`src/rtl/muxnx1_rr.sv`:
```
// muxnx1_rr -- parametrised N-to-1 registered multiplexer with valid/ready
// output handshake and selectable arbitration (external selector or
// round-robin). Each consumed input is acknowledged with a one-hot pop.
//
// Parameters:
//   NUM_CH   number of input channels (power of two, 2..16)
//   DATA_W   data width per channel
//   SEL_W    selector / ch_out width, derived from NUM_CH (do not override)
//
// Ports:
//   clk        clock, all state on rising edge
//   reset_L    asynchronous active-low reset
//   mode       0 = external selector, 1 = round-robin
//   selector   channel index used when mode = 0
//   valid_in   per-channel valid
//   data_in    channel i at bits [i*DATA_W +: DATA_W]
//   out_ready  downstream accepts the output word this cycle
//   pop        combinational one-hot, channel captured at this edge
//   valid_out  registered output valid
//   data_out   registered output data
//   ch_out     registered index of the channel held in data_out
//
// Build option:
//   MUXNX1_ZERO_IDLE_EN  when defined, a load edge without a grant also
//                        clears data_out and ch_out; otherwise they hold.

module muxnx1_rr #(
   parameter int NUM_CH = 4,
   parameter int DATA_W = 4,
   parameter int SEL_W  = $clog2(NUM_CH)
) (
   input  logic                     clk,
   input  logic                     reset_L,
   input  logic                     mode,
   input  logic [SEL_W-1:0]         selector,
   input  logic [NUM_CH-1:0]        valid_in,
   input  logic [NUM_CH*DATA_W-1:0] data_in,
   input  logic                     out_ready,
   output logic [NUM_CH-1:0]        pop,
   output logic                     valid_out,
   output logic [DATA_W-1:0]        data_out,
   output logic [SEL_W-1:0]         ch_out
);

   logic [SEL_W-1:0]  rr_ptr;
   logic              load;
   logic              grant_vld;
   logic [SEL_W-1:0]  grant_idx;
   logic [SEL_W-1:0]  cand_idx;
   logic [DATA_W-1:0] ch_data [NUM_CH];

   // Output register may take a new word when empty or being drained.
   assign load = !valid_out || out_ready;

   generate
      for (genvar gi = 0; gi < NUM_CH; gi++) begin : g_lane
         assign ch_data[gi] = data_in[gi*DATA_W +: DATA_W];
         // Reset gates pop so no source advances while the block is held.
         assign pop[gi] = reset_L & load & grant_vld & (grant_idx == SEL_W'(gi));
      end
   endgenerate

   // Grant selection. In round-robin mode the candidates are scanned from the
   // farthest (rr_ptr itself) to the nearest (rr_ptr+1); the last hit wins,
   // which makes the nearest valid channel after the pointer the grant.
   // NUM_CH is a power of two, so SEL_W-bit addition wraps modulo NUM_CH.
   always_comb begin
      grant_vld = 1'b0;
      grant_idx = '0;
      cand_idx  = '0;
      if (!mode) begin
         grant_vld = valid_in[selector];
         grant_idx = selector;
      end else begin
         for (int k = NUM_CH; k >= 1; k--) begin
            cand_idx = rr_ptr + SEL_W'(k);
            if (valid_in[cand_idx]) begin
               grant_vld = 1'b1;
               grant_idx = cand_idx;
            end
         end
      end
   end

   always_ff @(posedge clk or negedge reset_L) begin
      if (!reset_L) begin
         valid_out <= 1'b0;
         data_out  <= '0;
         ch_out    <= '0;
         // Parked on the last channel so the first search starts at 0.
         rr_ptr    <= SEL_W'(NUM_CH - 1);
      end else if (load) begin
         if (grant_vld) begin
            valid_out <= 1'b1;
            data_out  <= ch_data[grant_idx];
            ch_out    <= grant_idx;
            rr_ptr    <= grant_idx;
         end else begin
            valid_out <= 1'b0;
`ifdef MUXNX1_ZERO_IDLE_EN
            data_out  <= '0;
            ch_out    <= '0;
`else
            // data_out / ch_out keep their last values; valid_out qualifies.
`endif
         end
      end
   end

endmodule

```
`config.mk`:
```
export PLATFORM = sky130hd
export DESIGN_NAME = muxnx1_rr
export DESIGN_NICKNAME = d
export VERILOG_FILES = /design/src/rtl/muxnx1_rr.sv
export SDC_FILE = /design/constraint.sdc
export NUM_CORES = 1
export LEC_CHECK = 0
export CAP_MARGIN = 40
export CORE_UTILIZATION = 36
export CTS_CLUSTER_DIAMETER = 120
export CTS_CLUSTER_SIZE = 28
export DETAILED_ROUTE_END_ITERATION = 8
export GPL_ROUTABILITY_DRIVEN = 0
export HOLD_SLACK_MARGIN = 0.03
export MAX_ROUTING_LAYER = met4
export PLACE_DENSITY = 0.77
export REMOVE_ABC_BUFFERS = 1
export SYNTH_ARGS = -nofsm -noshare
export SYNTH_HDL_FRONTEND = slang
export SYNTH_SLANG_ARGS = --single-unit
export TNS_END_PERCENT = 10
```
`constraint.sdc`:
```
create_clock -name clk -period 2.25 [get_ports clk]
set_clock_uncertainty 0.15 [all_clocks]
set_input_delay 0.3375 -clock clk [delete_from_list [all_inputs] [get_ports clk]]
set_output_delay 0.3375 -clock clk [all_outputs]
set_load 0.02 [all_outputs]
```
# After elaboration in Yosys (flattened, before gate mapping)
# Index checks and enable logic that the tools add are counted.
# totals
register_bits	9
inputBits	26
output_inout_bits	11
word_cells	51
# classes
addsub	3
magnitude_cmp	6
eq_ne	3
n_mux	24
n_bitwise	7
n_reduce_logical	4
# op_table
cell	count
$lt A2 B3 Y1 const B	5
$mux W1	11
$bmux W1 S2	5
$mux W2	5
$bmux W4 S2	1
$mux W4	2
$and A1 B1 Y1	6
$add A2 B2 Y2 const B	2
$eq A2 B2 Y1 const B	2
$ge A3 B3 Y1 const B	1
$not A2 Y3	1
$add A2 B1 Y2 const B	1
$eq A2 B1 Y1 const B	1
$logic_not A2 Y1	1
$reduce_and A2 Y1	1
$logic_not A1 Y1	1
$logic_or A1 B1 Y1	1

# Longest topological paths before layout
# Gate-level depths: netlist of run 1.
# logic_depth
word_depth	11
ltp_mapped	7
mapped_depth_nobuf	6

# Worst setup path before layout of run 1
# No wires, ideal clock.
# synth_timing
path_type	register -> output
from	register rr_ptr[1]
to	output pop[2]
arrival_ns	1.617
required_ns	1.762
path_slack_ns	0.145
stages_incl_launch_ff	7
path_buffers	1
cell_sequence	dfstp_2 mux2i_1 o221ai_1 o22a_1 buf_2 nand2b_1 nor2_1
# synth_via
elab_chain_len	9
word_cells_on_any_way	24
cone_classes	add/sub: 3; eq/ne: 1; mux: 18; bitwise: 2
# synth_rtl
item	line_no	source
start: declaration	45	logic [SEL_W-1:0] rr_ptr;
start signal: assignment	91	rr_ptr <= SEL_W'(NUM_CH - 1);
start signal: assignment	97	rr_ptr <= grant_idx;
$add A2 B2 Y2 / $bmux W1 S2 (equally long branches)	76, 77	
$bmux W1 S2 / $mux W1 (equally long branches)	77	if (valid_in[cand_idx]) begin
$mux W1 (not written as such) / $mux W2 (equally long branches)	77	
$mux W2 / $mux W1 (equally long branches) (3 in series)	77	
$mux W2 / $mux W1 (equally long branches)	71	if (!mode) begin
$eq A2 B2 Y1 / $and A1 B1 Y1 (equally long branches)	59	assign pop[gi] = reset_L & load & grant_vld & (grant_idx == SEL_W'(gi));
$and A1 B1 Y1 (*)	59	
end: declaration	39	output logic [NUM_CH-1:0] pop,
# Mark *: on every way between the ends. The rest lies on a longest branch, timed or not. The select of a mux whose other input is x is not followed.

# Final worst setup path of run 1
# layout_timing
from	register rr_ptr[1]
to	output pop[1]
# layout_via
elab_chain_len	9
word_cells_on_any_way	24
cone_classes	add/sub: 3; eq/ne: 1; mux: 18; bitwise: 2
# layout_rtl
item	line_no
$add A2 B2 Y2 / $bmux W1 S2 (equally long branches)	76, 77
$bmux W1 S2 / $mux W1 (equally long branches)	77
$mux W1 (not written as such) / $mux W2 (equally long branches)	77
$mux W2 / $mux W1 (equally long branches) (3 in series)	77
$mux W2 / $mux W1 (equally long branches)	71
$eq A2 B1 Y1 / $and A1 B1 Y1 (equally long branches)	59
$and A1 B1 Y1 (*)	59
# Marked as above.

==> results of run 1 <==
## worst paths after layout
path	cells past startpoint	slack [ps]	from	endpoint
min in group clk	1	360	data_out[3]	data_out[3]
worst max-delay path	6	-100	rr_ptr[1]	pop[1]
worst min register to register	1	360	data_out[3]	data_out[3]
max in group asynchronous	2	1270	reset_L	rr_ptr[0]
worst max register to register	6	110	rr_ptr[1]	data_out[1]
worst min-delay path	1	160	reset_L	data_out[0]
## cells in the mapped netlist (all sizes together)
cell type,n
nand2b,3
dfrtp,7
mux2i,13
o21a,1
mux2,4
nand2,4
o221ai,1
buf,3
o21ai,6
a211oi,1
mux4,1
dfstp,2
o22a,1
nor2,5
a21oi,2
o311ai,1
nor4b,1
inv,7
nand3,1
nand4b,1
o41ai,1
## area by class of cell
class	instances	area, sq um	area share
timing repair buffer	54	500	0.403
multi-input combinational	47	442	0.355
sequential	9	228	0.183
clock buffer	4	26.3	0.0211
inverter	7	26.3	0.0211
tap	16	20.0	0.0161
## per-layer routing
metal | up-vias | GRT usage | wire (microns)
li1 | 348 | - | -
met4 | 0 | 0.109 | 25
met2 | 38 | 0.424 | 1040
met5 | - | - | 0
met1 | 343 | 0.239 | 819
met3 | 4 | 0.0375 | 106
## timing repair
action,in CTS,in global routing
gates resized for setup,38,9
pin swaps,8,4
setup buffers,5,0
endpoints found under the setup margin,8,8
## worst max-delay path, cell delays in order (launching register included)
cell and delay (ps):
dfstp_2 610, inv_1 110, nor4b_2 260, o41ai_2 140, nand2b_4 180, nor2_2 160
buf_6 140
## state kept, by name, indices dropped and copies added, names as in the netlist
| register | flops |
|---|---|
| rr_ptr | 2 |
| ch_out | 2 |
| valid_out | 1 |
| data_out | 4 |
## power by group
group / switching, W / total, W / internal, W
combinational: 0.000171 / 0.000394 / 0.000222
sequential: 0.0000349 / 0.000243 / 0.000208
clock: 0.0000650 / 0.000134 / 0.0000686
total: 0.000271 / 0.000771 / 0.000499
## cell families (layout without fill, tap and decap cells)
kind of cell | Yosys count | in the layout
flip-flops | 9 | 9
AO/OA/AOI/OAI | 14 | 14
buffers and inverters | 10 | 65
multiplexers | 18 | 18
AND/OR/NAND/NOR | 15 | 15
## per-stage QoR
step	area [sq um]	utilization
6_report	1240	0.788
5_1_grt	1240	0.788
4_1_cts	1210	0.765
3_5_place_dp	1100	0.699
3_3_place_gp	1100	0.699
2_1_floorplan	617	-
==> run_results.csv, run 1 <==
group,metric,value,unit
sta,tightestPinTransition,379,ps
synthesis,syn_avg_cell_area,9.61,sq um
cells_and_area,diodes,0,
clocking,clkTransAtPathRegs,70,ps
worst_setup_path,worstPathMaxFanout,6,
synthesis,synthTopCellsByArea,"dfrtp_1 (28%), mux2i_1 (21%), dfstp_2 (8.3%)",
synthesis,synth.largest_area_cell,"dfrtp_1",
detailed_routing,drtPass1Iterations,6,
detailed_routing,viasPerCell,5.35,
worst_setup_path,worstSetupPathType,"reg -> out",
synthesis,synth_cell_types,23,
power,vdd_ir_drop_max,466,uV
run,drv_cap,0,
cells_and_area,layout_commonest_cell,"clkdlybuf4s50_1",
worst_setup_path,start_kind,"flip-flop",
clocking,ctsHoldBuffers,0,
synthesis,yosys-mux-area-fraction,0.312,
run_status,violations,"DRC, setup timing",
detailed_routing,drtAntennaViolNets,0,
floorplanning,chipWidth,44.0,microns
power,power.leakage,0.573,nW
synthesis,synth_top_family_by_area,"multiplexers",
synthesis,syn_inst,66,
floorplanning,die_area,0.00193,sq mm
sta,timing.final.crit_share,1.04,
synthesis,synth.cell_area,634,sq um
global_route,grt_pass1_wl,3110,microns
global_route,grt_pass1_vias,750,
sta,rsz0062_at_grt,"yes",
detailed_routing,route.detailed.drc,2,
clocking,cts-root-buf,"clkbuf_4",
clocking,clock_path_buffers,2,
synthesis,ys_seq_area_frac,0.359,
detailed_routing,wirelength,1990,microns
sta,setup_slack,-100,ps
sta,hold_violations,0,
sta,holdWs,163,ps
worst_hold_path,hold_path_class,"in -> async",
detailed_routing,drtIter0Drc,8,
sta,slew_viol_final,0,
sta,fmax,425,MHz
synthesis,synth-compound-area-share,0.142,
sta,min_period,2350,ps
synthesis,synth_fa_ha_area_frac,0,
global_route,track_usage,0.232,
floorplanning,rows,14,
worst_setup_path,critical_path.endpoint_type,"primary output",
synthesis,synth.top_cell.area_share,0.276,
sta,setup_violations,4,
clocking,clk_latency,270,ps
floorplanning,io_pins,37,
synthesis,synth-simple-area-share,0.118,
cells_and_area,final_cell_mix,"clkdlybuf4s50_1 (26), buf_4 (17), mux2i_1 (13)",
floorplanning,start_util,0.402,
place,dp_slack,-672,ps
clocking,cts.sinks,9,
clocking,cts_buffers,3,
power,p_per_area,620,mW/mm^2
run_status,status,"finished, violations left",
place,dp_hpwl,1440,microns
clocking,cts_tree,"built",
clocking,h-tree-depth,1,
cells_and_area,fin_cells,137,
synthesis,yosys_warnings,0,
cells_and_area,area_growth,95.9,%
cells_and_area,fillers,114,
worst_setup_path,required,1760,ps
detailed_routing,wl_per_cell,14.6,microns
synthesis,ys_ff_latch,9,
worst_setup_path,worstPathArrival,1860,ps
global_route,grt_remaining_overflow,0,
floorplanning,die_h,44.0,microns
power,finalPower,0.000771,W
synthesis,yosys.area_share.xor_xnor,0,
cells_and_area,drive_above_1_share,0.372,
global_route,grt_max_degree,9,
cells_and_area,nNetsFinal,148,
place,portBuffers,36,
sta,slew_headroom,0.744,
sta,final.setup.tns,-374,ps
floorplanning,coreArea,0.00158,sq mm
detailed_routing,vias,733,
global_route,antenna_found_initial,0,
place,placedCellCount,128,
Note: power is estimated with default switching activity, not from simulation.
==> run 2: changes to the inputs <==
--- a/config.mk
+++ b/config.mk
@@ -6,14 +6,17 @@
 export NUM_CORES = 1
 export LEC_CHECK = 0
 export CAP_MARGIN = 40
-export CORE_UTILIZATION = 36
+export CELL_PAD_IN_SITES_DETAIL_PLACEMENT = 0
+export CELL_PAD_IN_SITES_GLOBAL_PLACEMENT = 2
+export CORE_ASPECT_RATIO = 1.5
+export CORE_UTILIZATION = 20
 export CTS_CLUSTER_DIAMETER = 120
 export CTS_CLUSTER_SIZE = 28
 export DETAILED_ROUTE_END_ITERATION = 8
 export GPL_ROUTABILITY_DRIVEN = 0
 export HOLD_SLACK_MARGIN = 0.03
 export MAX_ROUTING_LAYER = met4
-export PLACE_DENSITY = 0.77
+export PLACE_DENSITY_LB_ADDON = 0.1
 export REMOVE_ABC_BUFFERS = 1
 export SYNTH_ARGS = -nofsm -noshare
 export SYNTH_HDL_FRONTEND = slang
==> run_results.csv, run 2 (synthesis results as in run 1) <==
group,metric,value,unit
run_status,status,"finished, violations left",
run_status,violations,"setup timing",
cells_and_area,design_area,0.00129,sq mm
power,p_per_area,650,mW/mm^2
clocking,clk_latency,230,ps
cells_and_area,largest_reg_flops,4,
place,placedCellCount,152,
clocking,h-tree-depth,1,
detailed_routing,wl_per_cell,12.7,microns
detailed_routing,drtPass1Iterations,4,
worst_setup_path,rr_endpoint,"data_out[0]",
cells_and_area,diodes,0,
clocking,cts_tree,"built",
place,portBuffers,36,
worst_setup_path,critPathMaxStageDelay,590,ps
floorplanning,start_util,0.213,
clocking,ctsHoldBuffers,0,
cells_and_area,drive_above_1_share,0.374,
worst_setup_path,slowest_stage,"dfstp_2",
sta,hold_violations,0,
cells_and_area,top_regs,"data_out x4, ch_out x2, rr_ptr x2",
global_route,grt_remaining_overflow,0,
sta,slew_viol_final,0,
worst_setup_path,endpoint,"pop[0]",
sta,slew_headroom,0.797,
floorplanning,die_area,0.00341,sq mm
worst_setup_path,r2r_slack,-10,ps
global_route,grt_max_degree,10,
sta,timing.final.crit_share,1.03,
worst_setup_path,cp.depth,7,
global_route,antenna_found_initial,0,
global_route,grt_pass1_wl,3290,microns
worst_setup_path,critical_path.endpoint_type,"primary output",
floorplanning,chipWidth,48.0,microns
sta,setup_slack,-77.0,ps
cells_and_area,nNetsFinal,150,
clocking,cts.sinks,9,
detailed_routing,wirelength,2060,microns
worst_hold_path,hold_path_class,"reg -> reg",
run,drv_cap,0,
worst_setup_path,worst_r2r_startpoint,"rr_ptr[1]",
detailed_routing,vias,719,
floorplanning,die_h,71.0,microns
detailed_routing,route.detailed.drc,0,
power,power.leakage,0.583,nW
place,placed_area,0.00114,sq mm
worst_setup_path,worstSetupPathType,"reg -> out",
cells_and_area,utilization,0.436,
power,vdd_ir_drop_max,335,uV
cells_and_area,layout_commonest_cell,"clkdlybuf4s50_1",
worst_setup_path,required,1760,ps
worst_setup_path,worstPathCellList,"inv_1 -> nor4b_2 -> o41ai_2 -> buf_4 -> nand2b_4 -> nor2_1 -> buf_4",
clocking,cts-root-buf,"clkbuf_8",
detailed_routing,viasPerCell,4.44,
worst_setup_path,start_kind,"flip-flop",
worst_setup_path,cp_num_buf_inv,3,
worst_setup_path,rr_worst_depth,7,
cells_and_area,final_cell_mix,"clkdlybuf4s50_1 (26), buf_4 (21), mux2i_1 (13)",
clocking,clkTransAtPathRegs,50,ps
sta,min_period,2330,ps
sta,tightestPinTransition,301,ps
worst_setup_path,worstPathMaxFanout,5,
sta,rsz0062_at_grt,"yes",
worst_setup_path,worstSetupStartpoint,"rr_ptr[1]",
floorplanning,rows,24,
sta,setup_violations,5,
detailed_routing,drtIter0Drc,6,
floorplanning,io_pins,37,
sta,fmax,430,MHz
global_route,track_usage,0.142,
detailed_routing,drtAntennaViolNets,0,
cells_and_area,fin_cells,162,
worst_setup_path,crit_family,"flip-flops",
clocking,cts_buffers,3,
global_route,grt_pass1_vias,757,
cells_and_area,area_growth,104,%
cells_and_area,largest_register,"data_out",
place,dp_hpwl,1640,microns
sta,final.setup.tns,-244,ps
floorplanning,coreArea,0.00297,sq mm
worst_setup_path,path_common_cell,"buf_4",
clocking,clock_path_buffers,2,
worst_setup_path,worstPathArrival,1840,ps
[run 2: changes by cell type in the layout (fill, tap and decap cells not counted), moves of 2 or more]
cell,previous run,this run
buf_4,17,21
clkbuf_4,3,0
clkbuf_8,0,3
buf_6,5,3
nor2_1,1,3
nor2_2,3,1
[run 2: how the worst min path moves through the flow]
stage	from	end	slack, ps	cells after the start
6_report	ch_out[1]	ch_out[1]	360	1
5_1_grt	data_out[2]	data_out[2]	380	1
3_3_place_gp	data_out[0]	data_out[0]	350	1
3_5_place_dp	data_out[1]	data_out[1]	350	1
4_1_cts	data_out[2]	data_out[2]	370	1
2_1_floorplan	reset_L	ch_out[0]	-110	0
[run 2: routing by layer]
metal	up-vias	part of all wire	GRT usage
li1	350	-	-
met4	0	0.022	0.0679
met1	333	0.35	0.136
met5	-	0	-
met3	4	0.053	0.0255
met2	32	0.57	0.252
[run 2: where the power goes]
group          internal [W]  switching, W  total, W
sequential         0.000209     0.0000324  0.000242
clock              0.000123     0.0000622  0.000186
combinational      0.000240      0.000174  0.000414
[run 2: layout make-up]
type	instances	area, sq um
fillers	294	1680
multi-input cells	47	443
inverters	7	26.3
clock buffers	4	45.0
repair buffers	56	504
well taps	39	48.8
flip-flops and latches	9	228
[run 2: metrics by stage]
step | hold WS [ps] | setup WS, ps | power (W)
after floorplan | -108 | -956 | 0.000400
after global placement | 347 | -734 | 0.000607
after detailed placement | 345 | -703 | 0.000604
after CTS | 367 | -70.5 | 0.000841
after global routing | 376 | -186 | 0.000887
final | 362 | -77.0 | 0.000841
[run 2: timing repair]
item                                    4_1_cts  5_1_grt
buffers inserted                              6        0
endpoints found under the setup margin        8        8
gates resized for setup                      40        4
pin swaps                                     5        0
==> RTL edit (config.mk and constraints of run 2) <==
Reset style: synchronous (`reset_L`), changed in one clocked block. Comments in the files are not updated.
--- a/src/rtl/muxnx1_rr.sv
+++ b/src/rtl/muxnx1_rr.sv
@@ -82,7 +82,7 @@
       end
    end
 
-   always_ff @(posedge clk or negedge reset_L) begin
+   always_ff @(posedge clk) begin
       if (!reset_L) begin
          valid_out <= 1'b0;
          data_out  <= '0;
Formal check against the unedited RTL: differs if reset_L is asserted again (counterexample within 4 cycles, from zero or initial values and one cycle with reset_L low); with reset_L held inactive, the same outputs for 10 cycles.
==> RTL edit against run 2 <==
  * Synthesized cell count is 24% higher
  * Power shrank 14%
  * Via count grew 23%
  * Cell area up 9.2%
  * Routed wire length is 20% higher
  * Combinational power is 18% lower
  * Cell count grew 17%
  * Synthesized area is 15% higher
  * Setup slack improved by 0.11 ns
  * Non-clock buffer count grew 10
  * Sequential power decreased by 20%
  * Sequential cell count unchanged
  * Count of clock-buffer cells in the layout unchanged
==> RTL edit: results (changes against run 2) <==
[sta]
tightest_slew_ns = 0.365  ; +0.0643 ns
finalCritPeriodShare = 0.983  ; -0.0510
whs_ns = 0.306  ; -0.0561 ns

[run_status]
status = finished, final reports clean

[setup_path]
critPathMaxFanout = 4  ; -1
timing.critical_path.from = valid_in[3]
crit_arrival_ns = 1.72  ; -0.12 ns
reg2reg_slack_ns = 0.39  ; +0.40 ns
reg2reg_from = rr_ptr[1]

[power_and_ir_drop]
leakage_nw = 0.589  ; +0.98%
sw_frac_of_total = 0.319  ; -0.000702
ir_drop_mv = 0.232  ; -31%

[global_routing]
gr-usage-all-layers = 0.144  ; +0.00186
grt_pass1_vias = 972  ; +28%
antenna_found_initial = 0  ; unchanged
grt_pass1_wl_microns = 4200  ; +28%
grt_max_degree = 11  ; +1

[placement]
place_ws_ns = -0.715  ; -0.0120 ns
hpwlAfterDp_microns = 1950  ; +19%

[final_layout]
final_nets = 174  ; +16%
nFillCells = 402  ; +37%
drive_gt1_frac = 0.429  ; +0.0546
antenna_cells = 0  ; unchanged
reg.largest.list = data_out: 4 flops, ch_out: 2 flops, rr_ptr: 2 flops

[synth]
yosysSeqAreaShare = 0.247  ; -0.112
synthTopCellsByCount = 9 x dfxtp_1, 9 x nand2_1, 7 x and2_1, 7 x nand3_1
synthArstFlopShare = 0  ; -1.00
ys.flop_type = dfxtp_1
yosysWarnings = 0  ; unchanged
ys_types = 31  ; +35%
synthTopCellsByArea = dfxtp_1 25%, o31ai_2 6.8%, a221oi_2 6.2%

[detailed_routing]
drt-total-wl_microns = 2470  ; +20%
vias_per_cell = 4.69  ; +5.7%
drt-initial-drc-count = 7  ; +1

[cts]
h-tree-depth = 1  ; unchanged
clock_latency_ns = 0.23  ; about the same

[min_path]
hp-start = ch_out[1]
hold_class = reg -> reg

[RTL edit: cell count changes in the layout (fill, tap and decap cells not counted), sizes merged, moves of 6 or more]
cell / change
buf: +10
nand2: +6
o21ai: -6
nand3: +6
dfrtp: -7
a221oi: +7
dfxtp: +9
and2: +7
mux2i: -13
[RTL edit: per-layer routing]
layer | vias to the layer above | routed length [microns] | global-route usage
met2 | 28 | 1390 | 0.274
met1 | 405 | 943 | 0.137
li1 | 452 | - | -
met5 | - | 0 | -
met4 | 0 | 27 | 0.0622
met3 | 2 | 109 | 0.0180
[RTL edit: logic make-up after synthesis]
kind of cell    count (synthesis)  share of synthesized area
mux                             1                     0.0154
simple gates                   36                      0.269
flops                           9                      0.247
compound gates                 29                      0.426
buf+inv                         7                     0.0428
[RTL edit: layout make-up]
cell class                 count  share of cell area
timing repair buffer          66               0.396
tap                           42              0.0372
sequential                     9               0.128
clock buffer                   4              0.0319
inverter                       2             0.00531
multi-input combinational     66               0.401
[RTL edit: per-stage QoR]
| stage | cell area, sq um | cells |
|---|---|---|
| after global routing | 1410 | 189 |
| after CTS | 1420 | 189 |
| after floorplan | 707 | 77 |
| after detailed placement | 1330 | 183 |
| final | 1410 | 189 |
| after global placement | 1330 | 183 |
[RTL edit: repair_timing]
item | 4_1_cts | 5_1_grt
pin swaps | 9 | 1
setup endpoints to repair | 7 | 4
hold buffers | 0 | 0
gates resized for setup | 43 | 4
buffers inserted | 2 | 0
[RTL edit: worst max-delay path: stages]
cell           delay, ns
dlygate4sd2_1       0.27
nor2b_1             0.14
a32o_2              0.24
buf_4               0.14
a311oi_4            0.32
nor3_1              0.10
buf_2               0.17
[RTL edit: final timing paths]
path                       to  cells after the start
setup / recovery       pop[3]                      7
hold / removal      ch_out[1]                      2
setup reg to reg  data_out[0]                      6
hold reg to reg     ch_out[1]                      2
[RTL edit: power by group through the flow]
stage | Clock [mW] | Sequential, mW | Combinational, mW
floorplan | 0 | 0.215 | 0.126
global route | 0.209 | 0.196 | 0.367
detailed placement | 0 | 0.197 | 0.329
finish | 0.188 | 0.194 | 0.340
CTS | 0.200 | 0.194 | 0.341
global placement | 0 | 0.196 | 0.330
